## src/rtl/afl_pkg.sv

```systemverilog
// Shared constants, FSM state encoding and element type for the aligned window loader.
package afl_pkg;

  localparam int AFL_DIM_Y     = 128;
  localparam int INPUT_WIDTH   = 32;
  localparam int ELEMENT_WIDTH = 4;
  localparam int KERNEL_WIDTH  = 3;
  localparam int MAX_STRIDE    = 3;
  localparam int COL_CNT_WIDTH = 8;

  typedef enum logic [1:0] {
    IDLE = 2'd0,
    FILL = 2'd1,
    EMIT = 2'd2,
    DONE = 2'd3
  } afl_state_e;

  typedef logic [ELEMENT_WIDTH-1:0] afl_elem_t;

endpackage

```

## src/rtl/afl_feeder_lane.sv

```systemverilog
// One feeder lane: a depth-deep tap shift register with synchronous clear and shift enable.
// Exposes the next-state taps so the parent can register a copy on the same edge.
module afl_feeder_lane #(
  parameter int depth = 3,
  parameter int width = 4
) (
  input  logic                         clk,
  input  logic                         srst,
  input  logic                         clear,
  input  logic                         shift,
  input  logic [width-1:0]             din,
  output logic [depth-1:0][width-1:0]  taps_next
);

  logic [depth-1:0][width-1:0] taps_reg;

  always_comb begin
    taps_next = taps_reg;
    if (clear) begin
      taps_next = '0;
    end else if (shift) begin
      taps_next[0] = din;
      for (int k = 1; k < depth; k++) begin
        taps_next[k] = taps_reg[k-1];
      end
    end
  end

  always_ff @(posedge clk) begin
    if (srst) begin
      taps_reg <= '0;
    end else begin
      taps_reg <= taps_next;
    end
  end

endmodule

```

## src/rtl/aligned_window_loader.sv

```systemverilog
// Streams packed feature words onto offset-aligned feeder lanes and emits full
// kernel windows with a configurable column stride over a valid/ready handshake.
module aligned_window_loader
  import afl_pkg::*;
#(
  parameter int aflDimY      = AFL_DIM_Y,
  parameter int inputWidth   = INPUT_WIDTH,
  parameter int elementWidth = ELEMENT_WIDTH,
  parameter int kernelWidth  = KERNEL_WIDTH,
  parameter int maxStride    = MAX_STRIDE,
  parameter int colCntWidth  = COL_CNT_WIDTH
) (
  input  logic                                   clk,
  input  logic                                   nrst,
  input  logic                                   start_i,
  input  logic [$clog2(maxStride+1)-1:0]         cfg_stride_i,
  input  logic [colCntWidth-1:0]                 cfg_num_cols_i,
  input  logic [$clog2(aflDimY/kernelWidth)-1:0] feeder_offset_i,
  input  logic [inputWidth-1:0]                  data_i,
  input  logic                                   valid_i,
  output logic                                   ready_o,
  output logic [aflDimY-1:0][elementWidth-1:0]   data_o,
  output logic                                   valid_o,
  input  logic                                   ready_i,
  output logic                                   busy_o,
  output logic                                   done_o
);

  localparam int NUM_FEEDERS = aflDimY / kernelWidth;
  localparam int OFF_W       = $clog2(NUM_FEEDERS);
  localparam int STRIDE_W    = $clog2(maxStride + 1);
  localparam int NEED_W      = $clog2(kernelWidth + 1);
  localparam int LANE_BITS   = NUM_FEEDERS * elementWidth;

  afl_state_e               state_reg, state_next;
  logic [NEED_W-1:0]        need_reg, need_next;
  logic [colCntWidth-1:0]   col_reg, col_next;
  logic [colCntWidth-1:0]   num_cols_reg;
  logic [STRIDE_W-1:0]      stride_reg;
  logic [OFF_W-1:0]         off_reg;
  logic                     clear_taps;
  logic                     accept;
  logic [LANE_BITS-1:0]     aligned_flat;
  logic [aflDimY-1:0][elementWidth-1:0]     window_next;
  logic [aflDimY-1:0][elementWidth-1:0]     data_reg;
  logic [kernelWidth-1:0][elementWidth-1:0] lane_taps_next [NUM_FEEDERS];

  assign ready_o = (state_reg == FILL);
  assign valid_o = (state_reg == EMIT);
  assign busy_o  = (state_reg != IDLE);
  assign done_o  = (state_reg == DONE);
  assign accept  = valid_i & ready_o;
  assign data_o  = data_reg;

  // Shifting the whole word up by off lanes drops anything past the last feeder.
  always_comb begin
    aligned_flat = LANE_BITS'(data_i) << (off_reg * elementWidth);
  end

  genvar gi, gk;
  generate
    for (gi = 0; gi < NUM_FEEDERS; gi++) begin : g_lane
      afl_feeder_lane #(
        .depth (kernelWidth),
        .width (elementWidth)
      ) u_lane (
        .clk       (clk),
        .srst      (nrst),
        .clear     (clear_taps),
        .shift     (accept),
        .din       (aligned_flat[gi*elementWidth +: elementWidth]),
        .taps_next (lane_taps_next[gi])
      );
      for (gk = 0; gk < kernelWidth; gk++) begin : g_tap
        assign window_next[gi*kernelWidth + gk] = lane_taps_next[gi][gk];
      end
    end
    for (gi = NUM_FEEDERS * kernelWidth; gi < aflDimY; gi++) begin : g_pad
      assign window_next[gi] = '0;
    end
  endgenerate

  always_comb begin
    state_next = state_reg;
    need_next  = need_reg;
    col_next   = col_reg;
    clear_taps = 1'b0;
    case (state_reg)
      IDLE: begin
        if (start_i) begin
          clear_taps = 1'b1;
          col_next   = '0;
          need_next  = NEED_W'(kernelWidth);
          state_next = (cfg_num_cols_i == '0) ? DONE : FILL;
        end
      end
      FILL: begin
        if (accept) begin
          need_next = need_reg - NEED_W'(1);
          if (need_reg == NEED_W'(1)) begin
            state_next = EMIT;
          end
        end
      end
      EMIT: begin
        if (ready_i) begin
          if (col_reg == num_cols_reg - colCntWidth'(1)) begin
            state_next = DONE;
          end else begin
            col_next   = col_reg + colCntWidth'(1);
            need_next  = NEED_W'(stride_reg);
            state_next = FILL;
          end
        end
      end
      DONE: state_next = IDLE;
      default: state_next = IDLE;
    endcase
  end

  always_ff @(posedge clk) begin
    if (nrst) begin
      state_reg    <= IDLE;
      need_reg     <= '0;
      col_reg      <= '0;
      num_cols_reg <= '0;
      stride_reg   <= STRIDE_W'(1);
      off_reg      <= '0;
      data_reg     <= '0;
    end else begin
      state_reg <= state_next;
      need_reg  <= need_next;
      col_reg   <= col_next;
      // Lane taps only move on accept or clear, so this copy is stable otherwise.
      data_reg  <= window_next;
      if (state_reg == IDLE && start_i) begin
        num_cols_reg <= cfg_num_cols_i;
        stride_reg   <= (cfg_stride_i == '0) ? STRIDE_W'(1) : cfg_stride_i;
        off_reg      <= feeder_offset_i;
      end
    end
  end

endmodule

```

## config.mk

```make
export PLATFORM = sky130hd
export DESIGN_NAME = aligned_window_loader
export DESIGN_NICKNAME = d
export VERILOG_FILES = /design/src/rtl/afl_pkg.sv /design/src/rtl/afl_feeder_lane.sv /design/src/rtl/aligned_window_loader.sv
export SDC_FILE = /design/constraint.sdc
export NUM_CORES = 1
export LEC_CHECK = 0
export CORE_AREA = 3 3 264 266
export DETAILED_ROUTE_END_ITERATION = 6
export DIE_AREA = 0 0 267 269
export PLACE_DENSITY = 0.85
export SLEW_MARGIN = 20
export SYNTH_ARGS = -nofsm -noshare
export SYNTH_HDL_FRONTEND = slang
export SYNTH_HIERARCHICAL = 1
export SYNTH_SLANG_ARGS = --single-unit
```

## constraint.sdc

```tcl
create_clock -name clk -period 14.25 [get_ports clk]
set_clock_uncertainty 0.1 [all_clocks]
set_input_delay 3.5625 -clock clk [delete_from_list [all_inputs] [get_ports clk]]
set_output_delay 3.5625 -clock clk [all_outputs]
set_load 0.01 [all_outputs]
```

==> results.tsv <==
stage	metric	value	unit
yosys	mux contribution to synthesized area	15.0	%
clock_tree	Clk Latency, worst-skew pair	640	ps
power	Switching Fraction	29.3	%
yosys	syn_area_per_cell	9.65	um^2
setup_path	Crit. End Element	register	
yosys	cell accounting for the most synthesized area	dfxtp_1	
setup_path	critical path class	input pin to register	
setup_path	WP buf/inv	4	
setup_path	crit path max fanout	66	
setup_path	critical path arrival	7380	ps
timing	final setup violation count	0	
clock_tree	cts bufs inserted	98	
die	row count	95	
layout	Area Growth Syn to Fin	23.9	%
yosys	count of cell types in the netlist	63	
power	Reg power frac	42.8	%
setup_path	slowest library cell on the worst path	buf_4	
placed_design	post-detail-place hpwl	73.2	mm
power	power share of the combinational group	18.8	%
setup_path	start of the worst register-to-register path	state_reg[1]	
setup_path	r2r endpoint	data_o[475]	
setup_path	Worst Setup SP	valid_i	
yosys	Synth Area in Compound Gates	3.07	%
global_routing	GR Util All Layers	28.3	%
hold_path	Hold Path Sink	off_reg[1]	
yosys	Post-synth ARST share	0	%
setup_path	R2R cell count	9	
detailed_routing	DR WL/cell	19.9	um
setup_path	CP startpoint kind	input pin	
detailed_routing	vias	28000	
clock_tree	Post-CTS Setup Bufs	0	
hold_path	hold crit path type	register to register	
yosys	sequential area share after synthesis	55.1	%
clock_tree	H-tree lvl count	3	
global_routing	first-pass GRT wire length	157	mm
clock_tree	sinks on the clock net	1036	
global_routing	grt ovf	0	
detailed_routing	final WL	106	mm
layout	leading cell type in the layout, fill and taps excluded	nor2_1	
global_routing	initial antenna violation count	14	
layout	layout cells sized above 1	5.06	%
yosys	main combinational cell family by area after synthesis	simple AND/OR/NAND/NOR gates	
layout	most frequent cells in the layout	1140 x nor2_1, 1033 x dfxtp_1, 559 x clkdlybuf4s50_1	
layout	cell area after layout	46600	um^2
yosys	post-synthesis simple-gate area fraction	22.6	%
power	Lkg Pwr	17.3	nW
yosys	Primary FF master, synth	dfxtp_1	
placed_design	port bufs	560	
placed_design	gpl congestion	0.945	
yosys	Syn. warnings	6	
die	total core area	67300	um^2
power	VDD IR max	0.121	mV
detailed_routing	via/cell ratio	5.27	
setup_path	Critical Path RT	14650	ps
layout	Total Nets Final	4406	
clock_tree	Clock Root Buffer	clkbuf_16	
job	max-cap violations	0	
global_routing	number of global-route vias before repair	27100	
power	Power Internal	4.92	mW
hold_path	hold path start	off_reg[1]	
setup_path	crit-path cells	clkdlybuf4s50_1 > inv_1 > nor2_4 > buf_4 > buf_4 > mux2i_1 > nor2_1 > nor2b_1	
status	status	finished, final reports clean	
power	Clock Power Share	38.4	%
die	die area	71800	um^2
hold_path	Hold Path Cell Cnt	2	
timing	Fmax	0.143	GHz
placed_design	dpl cell area	43300	um^2
detailed_routing	Starting DRT DRC Count	2408	
timing	post-route clock period utilization	49.0	%
setup_path	Crit path max-delay family	buffers and inverters	
clock_tree	maximum clock insertion buffer count	3	
global_routing	largest net degree at the start of global routing	220	
detailed_routing	Pre-Repair DR Iteration Count	7	
yosys	synthesized instance count	3901	
die	I/O Pins	569	
setup_path	CP max stage delay	970	ps
setup_path	reg-to-reg setup timing slack	9890	ps
timing	RSZ-0062 raised after global routing	false	
setup_path	CP most frequent cell	buf_4	
clock_tree	Post-CTS Resized	0	
yosys	adder-cell share of the synthesized area	0.233	%
yosys	Yosys top cell area share	55.1	%
clock_tree	Worst-path clk slew	60	ps
yosys	Synth Area in XOR/XNOR	0.209	%
die	Initial Util	56.0	%
detailed_routing	antenna viol nets, final	0	
timing	worst-margin pin slew	1140	ps
timing	Slew headroom	23.9	%
timing	min Tclk post-route	6980	ps
power	Net Switching	2.04	mW
die	die width	267	um
clock_tree	Post-CTS Hold Buffers	0	
yosys	Post-synth EDFFs	0	
timing	Setup TNS	0	ps
yosys	synthesized flop and latch total	1036	
yosys	Synth area leaders	dfxtp_1 55%, mux2i_1 15%, nor2_1 11%	
detailed_routing	drc violations	0	
clock_tree	TritonCTS clock tree	yes	
power	P per Cell Area	149	nW/um^2
timing	Slew Limit Fails	0	
yosys	Mapped Area	37700	um^2
timing	Hold Fails Final Rpt	0	
die	Die Ht	269	um
## metal layers
layer	global-route usage, %	vias up	share of wire, %
li1	-	13400	-
met1	35.1	13400	41
met2	47.2	883	47
met3	7.48	212	7.4
met4	11.7	16	3.8
met5	0	-	0.099
## logic make-up after synthesis
logic type	Yosys count
compound gates	179
xor+xnor	9
fa+ha+maj	7
buf+inv	259
flops	1036
mux	564
other cells	1
simple gates	1846
## metrics by stage
step	cells	hold WS [ps]	utilization (%)	setup WS (ps)	power [mW]
floorplan	3908	337	-	1740	4.08
global placement	5119	347	64.3	6780	4.31
detailed placement	5119	352	64.3	6690	4.32
CTS	5298	360	69.3	7350	6.97
global route	5300	381	69.3	7130	7.20
finish	5307	358	69.3	7270	6.96
## power groups by stage
stage          Clock (mW)  Sequential [mW]  Combinational [mW]
2_1_floorplan           0             3.03                1.05
6_report             2.68             2.98                1.31
4_1_cts              2.71             2.98                1.29
3_5_place_dp            0             3.04                1.28
3_3_place_gp            0             3.04                1.27
5_1_grt              2.83             2.98                1.39
## cells in the mapped netlist, drive strengths merged (8+ instances only)
cell type / number
or2: 55
mux2i: 548
clkbuf: 131
a21oi: 38
nor2b: 508
and2: 14
nand2b: 12
o22ai: 54
nand3: 13
inv: 16
mux2: 16
a22oi: 12
o21a: 8
nor2: 1142
buf: 110
nand2: 77
o21ai: 33
dfxtp: 1036
## how the worst max path moves through the flow
stage	to	slack, ps	cells past startpoint
5_1_grt	data_o[461]	7130	8
3_3_place_gp	data_o[480]	6780	8
2_1_floorplan	data_o[46]	1740	6
6_report	data_o[475]	7270	8
3_5_place_dp	data_o[464]	6690	8
4_1_cts	data_o[475]	7350	8
## worst min-delay path: cells and delay by family (launching register included)
kind / cells / cell delay [ps]
and+or+nand+nor: 1 / 50
AOI/OAI and AO/OA: 1 / 50
DFF: 1 / 320
## final cells by class
type	instances	area (um^2)
sequential	1036	20700
fill	4881	20600
multi-input combinational	2613	15600
timing repair buffer	579	5800
clock buffer	149	2910
tap	873	1090
clock inverter	30	439
inverter	18	75.1
antenna	9	22.5
No activity file was read; power rests on OpenSTA's default activity.
